`config.mk`:
```
export PLATFORM = sky130hd
export DESIGN_NAME = regfile_2r1w_flat
export DESIGN_NICKNAME = d
export VERILOG_FILES = /design/src/rtl/regfile_2r1w_pkg.sv /design/src/rtl/regfile_2r1w_if.sv /design/src/rtl/regfile_2r1w_reg_word.sv /design/src/rtl/regfile_2r1w.sv /design/src/flat_wrapper.sv
export SDC_FILE = /design/constraint.sdc
export NUM_CORES = 1
export LEC_CHECK = 0
export CORE_MARGIN = 2
export CORE_UTILIZATION = 60
export CTS_CLUSTER_SIZE = 14
export DETAILED_ROUTE_END_ITERATION = 8
export PLACE_DENSITY = 0.83
export SKIP_CTS_REPAIR_TIMING = 1
export SYNTH_ARGS = -nofsm -noshare
export SYNTH_HDL_FRONTEND = slang
export SYNTH_SLANG_ARGS = --single-unit
```
`constraint.sdc`:
```
create_clock -name clk -period 3.9 [get_ports clk]
set_input_delay 0.78 -clock clk [delete_from_list [all_inputs] [get_ports clk]]
set_output_delay 0.78 -clock clk [all_outputs]
set_load 0.1 [all_outputs]
```
`src/rtl/regfile_2r1w_pkg.sv`:
```
// Shared CPU datapath types for the register file.
// Sweep FSM states and default array geometry.
package cpu_pkg;

  typedef enum logic [1:0] {
    RF_IDLE,
    RF_SWEEP,
    RF_DONE
  } rf_state_t;

  localparam int RF_WIDTH = 8;
  localparam int RF_DEPTH = 8;

endpackage

```
`src/rtl/regfile_2r1w_if.sv`:
```
// Register file access bundle: write port, two read ports,
// clear handshake and dropped-write flag.
interface regfile_2r1w_if
  import cpu_pkg::*;
#(
  parameter int WIDTH = RF_WIDTH,
  parameter int AW    = $clog2(RF_DEPTH)
);

  logic             we;
  logic [AW-1:0]    wa;
  logic [WIDTH-1:0] wd;
  logic [AW-1:0]    ra1;
  logic [AW-1:0]    ra2;
  logic [WIDTH-1:0] rd1;
  logic [WIDTH-1:0] rd2;
  logic             clr_req;
  logic             clr_busy;
  logic             clr_done;
  logic             wr_drop;

  modport master (
    output we, wa, wd, ra1, ra2, clr_req,
    input  rd1, rd2, clr_busy, clr_done, wr_drop
  );

  modport slave (
    input  we, wa, wd, ra1, ra2, clr_req,
    output rd1, rd2, clr_busy, clr_done, wr_drop
  );

endinterface

```
`src/rtl/regfile_2r1w_reg_word.sv`:
```
// One register file entry: load on we, zero on clr.
// Clear wins over load so a sweep always leaves zero.
module reg_word #(
  parameter int WIDTH = 8
) (
  input  logic             clk,
  input  logic             rst,
  input  logic             we,
  input  logic             clr,
  input  logic [WIDTH-1:0] d,
  output logic [WIDTH-1:0] q
);

  // Entry storage with sync clear and load.
  always_ff @(posedge clk or negedge rst) begin
    if (!rst)     q <= '0;
    else if (clr) q <= '0;
    else if (we)  q <= d;
  end

endmodule

```
`src/rtl/regfile_2r1w.sv`:
```
// Two-read one-write register file with optional x0,
// write bypass and a one-entry-per-cycle clear sweep.
module regfile_2r1w
  import cpu_pkg::*;
#(
  parameter int WIDTH    = RF_WIDTH,
  parameter int DEPTH    = RF_DEPTH,
  parameter int AW       = $clog2(DEPTH),
  parameter bit ZERO_REG = 1'b1,
  parameter bit BYPASS   = 1'b1
) (
  input  logic            clk,
  input  logic            rst,
  regfile_2r1w_if.slave   bus
);

  localparam logic [AW:0]   DEPTH_W = (AW+1)'(DEPTH);
  localparam logic [AW-1:0] LAST    = AW'(DEPTH-1);

  rf_state_t        state;
  logic [AW-1:0]    idx;
  logic             busy;
  logic             done;
  logic             drop;
  logic             wr_eff;
  logic [DEPTH-1:0] wen;
  logic [DEPTH-1:0] cen;
  logic [WIDTH-1:0] mem [DEPTH];

  assign wr_eff = bus.we
                & (state == RF_IDLE)
                & ({1'b0, bus.wa} < DEPTH_W)
                & ~(ZERO_REG & (bus.wa == '0));

  for (genvar i = 0; i < DEPTH; i++) begin : g_word
    assign wen[i] = wr_eff & (bus.wa == AW'(i));
    assign cen[i] = (state == RF_SWEEP) & (idx == AW'(i));
    reg_word #(.WIDTH(WIDTH)) u_word (
      .clk (clk),
      .rst (rst),
      .we  (wen[i]),
      .clr (cen[i]),
      .d   (bus.wd),
      .q   (mem[i])
    );
  end

  function automatic logic [WIDTH-1:0] rport(
    input logic [AW-1:0] a
  );
    rport = '0;
    for (int i = 0; i < DEPTH; i++)
      if (a == AW'(i)) rport = mem[i];
    if (ZERO_REG && a == '0) rport = '0;
    if (BYPASS && wr_eff && a == bus.wa) rport = bus.wd;
  endfunction

  // Combinational read ports with x0 and bypass.
  always_comb begin
    bus.rd1 = rport(bus.ra1);
    bus.rd2 = rport(bus.ra2);
  end

  // Clear sweep FSM with registered status outputs.
  always_ff @(posedge clk or negedge rst) begin
    if (!rst) begin
      state <= RF_IDLE;
      idx   <= '0;
      busy  <= 1'b0;
      done  <= 1'b0;
      drop  <= 1'b0;
    end else begin
      drop <= bus.we & (state != RF_IDLE);
      done <= 1'b0;
      unique case (state)
        RF_IDLE: begin
          if (bus.clr_req) begin
            state <= RF_SWEEP;
            idx   <= '0;
            busy  <= 1'b1;
          end
        end
        RF_SWEEP: begin
          if (idx == LAST) begin
            state <= RF_DONE;
            busy  <= 1'b0;
            done  <= 1'b1;
          end else begin
            idx <= idx + 1'b1;
          end
        end
        RF_DONE: state <= RF_IDLE;
        default: state <= RF_IDLE;
      endcase
    end
  end

  assign bus.clr_busy = busy;
  assign bus.clr_done = done;
  assign bus.wr_drop  = drop;

endmodule

```
`src/flat_wrapper.sv`:
```
// flat-port wrapper written by rule: the top's interface ports become plain ports
module regfile_2r1w_flat import cpu_pkg::*;
#(
  parameter int WIDTH    = RF_WIDTH,
  parameter int DEPTH    = RF_DEPTH,
  parameter int AW       = $clog2(DEPTH),
  parameter bit ZERO_REG = 1'b1,
  parameter bit BYPASS   = 1'b1
)
  (clk, rst, bus_we, bus_wa, bus_wd, bus_ra1, bus_ra2, bus_clr_req, bus_rd1, bus_rd2, bus_clr_busy, bus_clr_done, bus_wr_drop);
  regfile_2r1w_if #(.WIDTH(WIDTH), .AW(AW)) bus_i ();
  input  logic clk;
  input  logic rst;
  input wire logic [$bits(bus_i.we)-1:0] bus_we;
  input wire logic [$bits(bus_i.wa)-1:0] bus_wa;
  input wire logic [$bits(bus_i.wd)-1:0] bus_wd;
  input wire logic [$bits(bus_i.ra1)-1:0] bus_ra1;
  input wire logic [$bits(bus_i.ra2)-1:0] bus_ra2;
  input wire logic [$bits(bus_i.clr_req)-1:0] bus_clr_req;
  output wire logic [$bits(bus_i.rd1)-1:0] bus_rd1;
  output wire logic [$bits(bus_i.rd2)-1:0] bus_rd2;
  output wire logic [$bits(bus_i.clr_busy)-1:0] bus_clr_busy;
  output wire logic [$bits(bus_i.clr_done)-1:0] bus_clr_done;
  output wire logic [$bits(bus_i.wr_drop)-1:0] bus_wr_drop;
  assign bus_i.we = bus_we;
  assign bus_i.wa = bus_wa;
  assign bus_i.wd = bus_wd;
  assign bus_i.ra1 = bus_ra1;
  assign bus_i.ra2 = bus_ra2;
  assign bus_i.clr_req = bus_clr_req;
  assign bus_rd1 = bus_i.rd1;
  assign bus_rd2 = bus_i.rd2;
  assign bus_clr_busy = bus_i.clr_busy;
  assign bus_clr_done = bus_i.clr_done;
  assign bus_wr_drop = bus_i.wr_drop;
  regfile_2r1w #(.WIDTH(WIDTH), .DEPTH(DEPTH), .AW(AW), .ZERO_REG(ZERO_REG), .BYPASS(BYPASS)) u_core (.clk(clk), .rst(rst), .bus(bus_i));
endmodule
```
==> impl_results.md, run 1 <==
- Worst setup EP type: output pin
- CTS tree: built
- Hpwl dp: 8190 um
- Dominant synthesized flop cell: dfrtp_1
- Antenna-violating nets left: 0
- Full die area: 7550 sq um
- Post-synth EDFFs: 0
- Seq/Total Area, Yosys: 0.389
- Drt wl/cell: 21.9 um
- Root buffer cell: clkbuf_8
- Synthesis-to-layout area growth: 19.1%
- Die H: 86.9 um
- GPL Wtd Cong: 0.912
- Final setup violation count: 0
- Clock network power share: 0.178
- Combinational fraction of design power: 0.457
- Worst-path cell chain: clkdlybuf4s50_1, xnor2_1, o2111a_1, nor3b_4, o31ai_2, buf_12
- Nets: 479
- Mapped Area: 4120 sq um
- Total CTS buffers: 9
- Vias post-DR: 3,694
- Syn_nets: 459
- Max-cap violations: 0
- RSZ-0062 raised after global routing: false
- # H-tree levels: 3
- Core Area: 6720 sq um
- CP max stage delay: 0.69 ns
- Most common cell after layout, fill and taps aside: dfrtp_1
- Leak: 0.00212 uW
- Seq pwr share: 0.365
- #FFs+latches synth: 64
- Crit path launch type: input pin
- Top delay family on crit path: buffers and inverters
- First-pass GRT wire length: 18,700 um
- Initial antenna violation count: 0
- Least-Margin Pin Slew: 0.962 ns
- Vias in the first global route: 3,605
- CP Class: input pin to output pin
- Crit path buf inv count: 2
- Initial Utilization: 0.613
- Syn Area/Cell: 9.54 sq um
- Period utilization: 0.927
- Max Transition Viols Final: 0
- Async set-or-reset flop fraction in the synthesized netlist: 1.00
- Gr ovfl total: 0
- Outcome: complete, no violations
- Syn Inst Count: 432
- Power per cell area: 608 nW/um^2
- Worst EP arrival: 2.84 ns
- Final Core Density: 0.730
- Net Sw Frac: 0.447
- P_int: 1650 uW
- Iteration-0 DRC Markers: 485
- Critical Path Stages: 6
- Fin cells: 537
- Slew HR: 0.357
- Worst r2r path cells: 5
- Max Fanout on Critical Path: 8
- Clock net sink count: 64
- Fin Hold WS: 0.549 ns
- Leading cell types in the layout, fill and taps excluded: 64 x dfrtp_1, 44 x mux2i_1, 43 x nand3_1
- DR DRC count: 0
- Clock Latency Late Sink: 0.36 ns
- Synth cell types: 47
- 1st-pass router iterations: 5
- Layout cells sized above 1: 0.186
- Drt total wl: 11,800 um
- Fmax: 0.277 GHz
- Hold Path Stages: 2
- Min Tclk post-route: 3.62 ns
- Worst Path Required: 3.12 ns
- Psw: 1330 uW
- Overall routing resource usage: 0.333
- IO Pins: 40
- Ant. Diodes: 0
- Worst path slowest cell: clkdlybuf4s50_1
- Fin. Hold Viols: 0
- I/O Buffers: 39
- Vias/cell: 6.88
- Clock Pin Slew Worst Setup and Hold Paths: 0.07 ns
- Placed insts: 521
- Clock Tree Buf Depth: 2
- Hold Crit Class: flop to flop
- Maximum VDD drop: 0.367 mV
- Worst Skew: 0.00932 ns
- YS warnings: 0
- Std cell rows: 30
- Chip width: 86.9 um
- Largest net degree at the start of global routing: 42
## cell type report
cell class,instances,area [sq um]
multi-input cells,316,2310
repair buffers,55,691
well taps,80,100
fillers,470,1810
inverters,6,22.5
clock buffers,10,138
clock inverters,6,43.8
flip-flops and latches,64,1600
## state kept, by name, summed over array words and instances (netlist names)
name	cells
u_core.g_word.u_word.q	56
u_core.idx	3
u_core.state	2
u_core.bus.clr_busy	1
u_core.bus.clr_done	1
u_core.bus.wr_drop	1
## worst paths after layout
| check | slack (ns) | startpoint | end |
|---|---|---|---|
| worst max-delay path | 0.28 | bus_wa[2] | bus_rd1[5] |
| worst min-delay path | 0.55 | u_core.g_word[6].u_word.q[6] | u_core.g_word[6].u_word.q[6] |
| worst max register to register | 1.71 | u_core.state[1] | u_core.g_word[3].u_word.q[2] |
| worst min register to register | 0.55 | u_core.g_word[6].u_word.q[6] | u_core.g_word[6].u_word.q[6] |
| max in group asynchronous | 2.47 | rst | u_core.state[1] |
| min in group asynchronous | 0.56 | rst | u_core.g_word[7].u_word.q[0] |
## logic make-up (layout without fill, tap and decap cells)
group           count (synthesis)  count (layout)  share of synthesized area
compound gates                100             100                      0.167
xor+xnor                        6               6                     0.0128
fa+ha+maj                       6               6                     0.0182
mux                            63              63                      0.178
flops                          64              64                      0.389
simple gates                  141             141                      0.177
buf+inv                        52              77                     0.0583
## worst reg2reg max path, stage by stage, from the launching register on
cell and delay, ns:
dfrtp_1 0.51, nor4b_4 0.29, buf_4 0.30, and3_1 0.61, mux2i_1 0.28, nor2_1 0.07
## power groups by stage
stage	sequential [uW]	combinational [uW]	clock [uW]
2_1_floorplan	1060	920	0
3_3_place_gp	1080	1300	0
3_5_place_dp	1090	1340	0
4_1_cts	1080	1350	535
5_1_grt	1110	1450	564
6_report	1090	1360	531
## stage by stage
stage | instance area [sq um] | total power (uW) | TNS, ns | worst slack, ns
detailed placement | 4720 | 2430 | 0 | 0.296
finish | 4910 | 2980 | 0 | 0.284
floorplan | 4150 | 1980 | -1.19 | -0.115
global route | 4910 | 3120 | 0 | 0.173
CTS | 4910 | 2960 | 0 | 0.287
global placement | 4720 | 2380 | 0 | 0.359
## metal layers
metal  up-vias  GRT usage  share of wire
li1       1606          -              -
met1      1788      0.433           0.39
met2       242      0.538           0.47
met3        58     0.0635          0.089
met4         0      0.156          0.047
met5         -          0              0
## cells in the mapped netlist (all sizes together) (4+ instances only)
master   number  share of area
ha            6          0.018
o2bb2ai       8          0.017
mux2i        44           0.11
nor2         27          0.025
o21ai        11          0.013
a21oi        40          0.049
inv           6         0.0055
a221oi        6          0.013
nand2b        4         0.0061
and3          7          0.011
nand2        37          0.034
o31ai         8          0.024
a221o         4         0.0097
xnor2         5          0.011
nand3b        4         0.0073
o22ai         9          0.014
clkbuf       25          0.023
nand3        43          0.052
buf          21          0.030
and2          4         0.0061
mux2         12          0.033
dfrtp        64           0.39
o211ai        4         0.0073
mux4          7          0.038
Power figures use the tool's default switching activity.
==> run 2: changes to the inputs <==
--- a/config.mk
+++ b/config.mk
@@ -6,10 +6,10 @@
 export NUM_CORES = 1
 export LEC_CHECK = 0
 export CORE_MARGIN = 2
-export CORE_UTILIZATION = 60
+export CORE_UTILIZATION = 52
 export CTS_CLUSTER_SIZE = 14
 export DETAILED_ROUTE_END_ITERATION = 8
-export PLACE_DENSITY = 0.83
+export PLACE_DENSITY = 0.77
 export SKIP_CTS_REPAIR_TIMING = 1
 export SYNTH_ARGS = -nofsm -noshare
 export SYNTH_HDL_FRONTEND = slang
==> constraint.sdc (replaced) <==
create_clock -name clk -period 3 [get_ports clk]
set_input_delay 0.6 -clock clk [delete_from_list [all_inputs] [get_ports clk]]
set_output_delay 0.6 -clock clk [all_outputs]
set_load 0.1 [all_outputs]
==> impl_results.md, run 2 (synthesis results as in run 1) <==
- Outcome: complete, no violations
- Total CTS buffers: 9
- Worst EP arrival: 2.28 ns
- Reg2reg start: u_core.state[0]
- Max-cap violations: 0
- Std cell rows: 32
- Antenna-violating nets left: 0
- Vias in the first global route: 3,705
- Hold Crit Class: input pin to async pin
- 1st-pass router iterations: 6
- Initial antenna violation count: 0
- Max Fanout on Critical Path: 6
- Clock Pin Slew Worst Setup and Hold Paths: 0.08 ns
- Core Area: 7690 sq um
- Slew HR: 0.587
- Root buffer cell: clkbuf_8
- Setup crit start: bus_wa[0]
- Post-Place Setup Slack: -0.374 ns
- Largest regs: u_core.g_word.u_word.q (56), u_core.idx (3), u_core.state (2)
- IO Pins: 40
- Leading cell types in the layout, fill and taps excluded: 64 x dfrtp_1, 44 x mux2i_1, 43 x nand3_1
- Clock Latency Late Sink: 0.36 ns
- Final instance area: 5470 sq um
- DR DRC count: 0
- # H-tree levels: 3
- CP Class: input pin to output pin
- Crit path launch type: input pin
- Leak: 0.00243 uW
- GPL Wtd Cong: 0.913
- Worst r2r path cells: 6
- Hpwl dp: 8920 um
- First-pass GRT wire length: 19,400 um
- Tot Pwr: 4110 uW
- Initial Utilization: 0.536
- Overall routing resource usage: 0.294
- CTS tree: built
- Full die area: 8650 sq um
- Power per cell area: 751 nW/um^2
- Maximum VDD drop: 0.460 mV
- Most flop-heavy register: u_core.g_word.u_word.q
- Clock net sink count: 64
- Placed insts: 571
- Clock Tree Buf Depth: 2
- Fmax: 0.347 GHz
- Drt wl/cell: 21.0 um
- Drt total wl: 12,400 um
- Worst Path Required: 2.40 ns
- Min Tclk post-route: 2.88 ns
- Max Transition Viols Final: 0
- Iteration-0 DRC Markers: 443
- Layout cells sized above 1: 0.278
- Fin. Hold Viols: 0
- Die H: 93.0 um
- Largest net degree at the start of global routing: 26
- Period utilization: 0.959
- Fin worst setup slack: 0.122 ns
- Gr ovfl total: 0
- I/O Buffers: 39
- Cell Area, Placed: 5080 sq um
- Max reg flops: 56
- Fin cells: 591
- Ant. Diodes: 0
- Most common cell after layout, fill and taps aside: dfrtp_1
- Final setup violation count: 0
- Vias post-DR: 3,809
- RSZ-0062 raised after global routing: false
- Nets: 511
- Worst Skew: 0.00780 ns
- Worst setup EP type: output pin
- Fill count: 561
- Chip width: 93.0 um
- Synthesis-to-layout area growth: 32.7%
- Vias/cell: 6.45
- Least-Margin Pin Slew: 0.619 ns
[run 2: cell count changes in the layout (fill, tap and decap cells not counted), sizes merged]
cell           previous run  this run
bufinv                    0         1
dlymetal6s2s              0         8
clkinv                    4         1
clkinvlp                  1         3
clkdlybuf4s50            22        11
buf                      33        66
clkbuf                   10        11
inv                       7         8
[run 2: worst max-delay path, stage by stage]
cell and delay, ns:
dlymetal6s2s_1 0.16, or2_4 0.27, o2111a_2 0.27, buf_6 0.13
a31o_4 0.22, buf_12 0.15, o31ai_4 0.26, buf_12 0.21
[run 2: layout make-up]
class                   count  area, sq um  area share
clock buffers               9          124      0.0227
multi-input cells         316         2480       0.453
flip-flops and latches     64         1600       0.293
inverters                   6         22.5     0.00412
repair buffers             87         1040       0.189
clock inverters             7         78.8      0.0144
well taps                 102          128      0.0233
[run 2: power breakdown]
part	internal, uW	total (uW)	switching (uW)
logic	778	1910	1140
clock network	390	780	390
registers	1130	1410	281
total	2300	4110	1810
[run 2: worst paths after layout]
| kind | endpoint | slack (ns) |
|---|---|---|
| max | bus_rd1[1] | 0.12 |
| max reg2reg | u_core.g_word[7].u_word.q[2] | 1.03 |
| max in group asynchronous | u_core.g_word[7].u_word.q[6] | 2.10 |
| min in group clk | u_core.g_word[1].u_word.q[6] | 0.57 |
| min | u_core.g_word[1].u_word.q[5] | 0.20 |
| min reg2reg | u_core.g_word[1].u_word.q[6] | 0.57 |
[run 2: metal layers]
metal	track usage	wire length [um]	vias up
met5	0	0	-
met1	0.378	5030	1895
li1	-	-	1683
met2	0.494	6130	186
met4	0.110	436	0
met3	0.0556	802	45
[run 2: stage by stage]
step                      TNS [ns]  hold slack [ns]  utilization
after floorplan              -1.42            0.304            -
after global placement       -2.53            0.513        0.661
after detailed placement     -2.89            0.542        0.661
after CTS                    -2.91            0.219        0.687
after global routing             0            0.237        0.711
final                            0            0.200        0.711
